<file path="src/rtl/ttl_74165_sync.sv">
//============================================================================
// ttl_74165_sync : synchronous 74LS165 parallel-load / serial-out register.
// Define TTL_74165_PAR_TAP_EN to expose all stages on Q_TAP.  Rev 1.0
//============================================================================
`default_nettype none

module ttl_74165_sync #(
  parameter int WIDTH = 8
) (
  input  logic             Clk,
  input  logic             RESETn,
  input  logic             Cen,
  input  logic             CLK_INH,
  input  logic             SH_LDn,
  input  logic             SER,
  input  logic [WIDTH-1:0] D,
`ifdef TTL_74165_PAR_TAP_EN
  output logic [WIDTH-1:0] Q_TAP,
`endif
  output logic             QH,
  output logic             QHn
);

  generate
    if (WIDTH < 2) begin : g_width_check
      $error("ttl_74165_sync: WIDTH must be at least 2");
    end
  endgenerate

  logic [WIDTH-1:0] sr;
  logic [WIDTH-1:0] sr_next;
  logic             gate;
  logic             last_gate;
  logic             gate_rise;

  // The chip ORs its clock and inhibit pins before the edge detector.
  assign gate      = Cen | CLK_INH;
  assign gate_rise = gate & ~last_gate;

  always_comb begin
    sr_next = sr;
    if (!SH_LDn) begin
      sr_next = D;
    end else if (gate_rise) begin
      sr_next = {sr[WIDTH-2:0], SER};
    end
  end

  // last_gate resets high so a gate already high at release is not an edge.
  always_ff @(posedge Clk) begin
    if (!RESETn) begin
      sr        <= '0;
      last_gate <= 1'b1;
    end else begin
      sr        <= sr_next;
      last_gate <= gate;
    end
  end

  assign QH  = sr[WIDTH-1];
  assign QHn = ~sr[WIDTH-1];

`ifdef TTL_74165_PAR_TAP_EN
  assign Q_TAP = sr;
`endif

endmodule

`default_nettype wire

</file>
<file path="config.mk">
export PLATFORM = sky130hd
export DESIGN_NAME = ttl_74165_sync
export DESIGN_NICKNAME = d
export VERILOG_FILES = /design/src/rtl/ttl_74165_sync.sv
export SDC_FILE = /design/constraint.sdc
export NUM_CORES = 1
export LEC_CHECK = 0
export CAP_MARGIN = 20
export CORE_AREA = 8 8 45 47
export CTS_CLUSTER_SIZE = 25
export DETAILED_ROUTE_END_ITERATION = 16
export DIE_AREA = 0 0 53 55
export GPL_ROUTABILITY_DRIVEN = 1
export PLACE_DENSITY_LB_ADDON = 0.12
export SKIP_LAST_GASP = 1
export SYNTH_ARGS = -nofsm -noshare
export SYNTH_HDL_FRONTEND = slang
export SYNTH_SLANG_ARGS = --single-unit
</file>
<file path="constraint.sdc">
create_clock -name Clk -period 1.6 [get_ports Clk]
set_input_delay 0.48 -clock Clk [delete_from_list [all_inputs] [get_ports Clk]]
set_output_delay 0.48 -clock Clk [all_outputs]
set_load 0.02 [all_outputs]
</file>
==> impl_metrics.env <==
export IMPL_viasPerCell=4.70
export IMPL_drv_slew=0
export IMPL_holdBufCountCts=0
export IMPL_syn2layout_area_growth_pct=51.1
export IMPL_grt_pass1_vias=369
export IMPL_postSynth_asyncResetShare=0
export IMPL_clkSlewWorstSetupHoldPaths_ns=0.06
export IMPL_grt_util_all_layers=0.0767
export IMPL_relSlewSlack=0.772
export IMPL_fmax_mhz=699
export IMPL_worst_slew_pin_slew_ns=0.342
export IMPL_status="finished, final reports clean"
export IMPL_r2r_setup_slack_ns=0.67
export IMPL_first_pass_iters=2
export IMPL_r2r_cells=3
export IMPL_worstReg2RegEnd="sr[6]$_SDFFE_PN0P_"
export IMPL_grt_pass1_wl_um=1560
export IMPL_synthTopCellsByArea="dfxtp_1, nand2_1, a31oi_1"
export IMPL_nNetsFinal=81
export IMPL_htreeDepth=1
export IMPL_initial_utilization=0.276
export IMPL_yosysWarnings=0
export IMPL_syn_nets=62
export IMPL_yosysSeqAreaShare=0.472
export IMPL_maxCapViolCount=0
export IMPL_synth_cell_types=10
export IMPL_syn_inst=48
export IMPL_clock_sinks=9
export IMPL_cts_buffers=3
export IMPL_timing_final_crit_share=0.895
export IMPL_crit_fanout=3
export IMPL_detailroute_via_count=385
export IMPL_fin_worst_skew_ns=0.00271
export IMPL_synth_top_area_share=0.472
export IMPL_clockBufferDepth=2
export IMPL_io_buffers=15
export IMPL_p_leak_nw=0.210
export IMPL_fin_hold_ws_ns=0.473
export IMPL_cp_start_kind="register"
export IMPL_synth_area_sq_um=382
export IMPL_r2r_start="last_gate$_SDFF_PN1_"
export IMPL_synth_edff_count=0
export IMPL_dp_final_hpwl_um=659
export IMPL_min_path_cells=2
export IMPL_min_period_ns=1.43
export IMPL_crit_start="sr[7]$_SDFFE_PN0P_"
export IMPL_synth_seq_cells=9
export IMPL_cp_required_ns=1.12
export IMPL_gp_congestion=0.681
export IMPL_overflow=0
export IMPL_synth_top_cells_by_count="nand2_1, dfxtp_1, a31oi_1, o21ai_0"
export IMPL_final_core_util=0.417
export IMPL_core_area_sq_um=1380
export IMPL_drt_iter0_markers=9
export IMPL_wl_um=915
export IMPL_synth_most_common_cell="nand2_1"
export IMPL_postRouteAntennaNets=0
export IMPL_die_h_um=55
export IMPL_grt_antenna_before_repair=0
export IMPL_crit_path_end_kind="output pin"
export IMPL_finalSetupViolCount=0
export IMPL_synthFlopType="dfxtp_1"
export IMPL_remaining_drc_errors=0
export IMPL_cts_root_buf="clkbuf_4"
export IMPL_finalPower_mw=0.508
export IMPL_die_w_um=53
export IMPL_endpoint="QHn"
export IMPL_wl_per_cell_um=11.2
export IMPL_dpl_cell_area_sq_um=553
export IMPL_grt_max_degree=17
export IMPL_hp_class="register to register"
export IMPL_hold_violations=0
export IMPL_synth_top_area_cell="dfxtp_1"
export IMPL_power_density_nw_per_um2=880
export IMPL_die_area_sq_um=2920
export IMPL_layout_drive_gt1_share=0.0909
export IMPL_worstSkewPairLatency_ns=0.26
export IMPL_arrival_ns=0.95
export IMPL_peakVddDrop_uv=453
export IMPL_rows=14
export IMPL_avgSynthCellArea_sq_um=7.95
export IMPL_cts_tree="built"
export IMPL_design_area_sq_um=577
export IMPL_critical_path_class="register to output pin"
export IMPL_io_pin_count=16
export IMPL_diodes=0
export IMPL_rsz0062_at_grt="false"
[layout make-up]
| class | instances | area (sq um) |
|---|---|---|
| clock buffers | 4 | 26.3 |
| fillers | 156 | 807 |
| inverters | 1 | 3.75 |
| multi-input cells | 36 | 179 |
| flip-flops and latches | 9 | 180 |
| well taps | 16 | 20.0 |
| repair buffers | 16 | 168 |
[layer usage]
layer / part of all wire / up-vias / GRT usage
li1: - / 203 / -
met1: 0.46 / 167 / 0.0795
met2: 0.42 / 13 / 0.107
met3: 0.10 / 2 / 0.0642
met4: 0.014 / 0 / 0.0388
met5: 0 / - / 0
[worst max-delay path: stages, from the launching register on]
cell           delay, ns
dfxtp_1             0.34
inv_1               0.04
dlygate4sd2_1       0.31
[cell usage in the layout, fill, tap and decap left out, drive strengths merged]
cell and instances:
dfxtp 9, inv 1, nor2 1, o21ai 8
a31oi 8, buf 1, dlygate4sd2 2, nand2 17
o21bai 1, clkdlybuf4s50 13, clkbuf 4, o21ba 1
[worst min-delay path by stage]
stage	from	end	slack [ns]
after floorplan	sr[0]$_SDFFE_PN0P_	sr[0]$_SDFFE_PN0P_	0.45
after global placement	sr[0]$_SDFFE_PN0P_	sr[1]$_SDFFE_PN0P_	0.46
after detailed placement	sr[2]$_SDFFE_PN0P_	sr[2]$_SDFFE_PN0P_	0.47
after CTS	sr[2]$_SDFFE_PN0P_	sr[3]$_SDFFE_PN0P_	0.47
after global routing	sr[5]$_SDFFE_PN0P_	sr[6]$_SDFFE_PN0P_	0.50
final	sr[0]$_SDFFE_PN0P_	sr[0]$_SDFFE_PN0P_	0.47
[state kept, by name, indices dropped and copies added, names as in the netlist]
register   count
sr             8
last_gate      1
[metrics by stage]
stage | setup TNS [ns] | setup slack [ns] | std cells
2_1_floorplan | 0 | 0.533 | 48
3_3_place_gp | 0 | 0.0135 | 78
3_5_place_dp | -0.0599 | -0.0232 | 78
4_1_cts | 0 | 0.149 | 82
5_1_grt | 0 | 0.0981 | 82
6_report | 0 | 0.169 | 82
[where the power goes]
| part | leakage (nW) | internal, mW | switching, mW |
|---|---|---|---|
| sequential | 0.0748 | 0.240 | 0.00733 |
| combinational | 0.120 | 0.0491 | 0.0339 |
| clock | 0.0150 | 0.0963 | 0.0814 |
| total | 0.210 | 0.385 | 0.123 |
[timing repair]
action	in CTS	in global routing
endpoints found under the setup margin	2	0
buffers inserted	0	0
gates resized for setup	2	0
[cell families after synthesis]
| group | Yosys count | synth area share |
|---|---|---|
| compound gates | 18 | 0.292 |
| buf+inv | 3 | 0.0590 |
| flops | 9 | 0.472 |
| simple gates | 18 | 0.177 |
(Power assumes the default switching activity.)
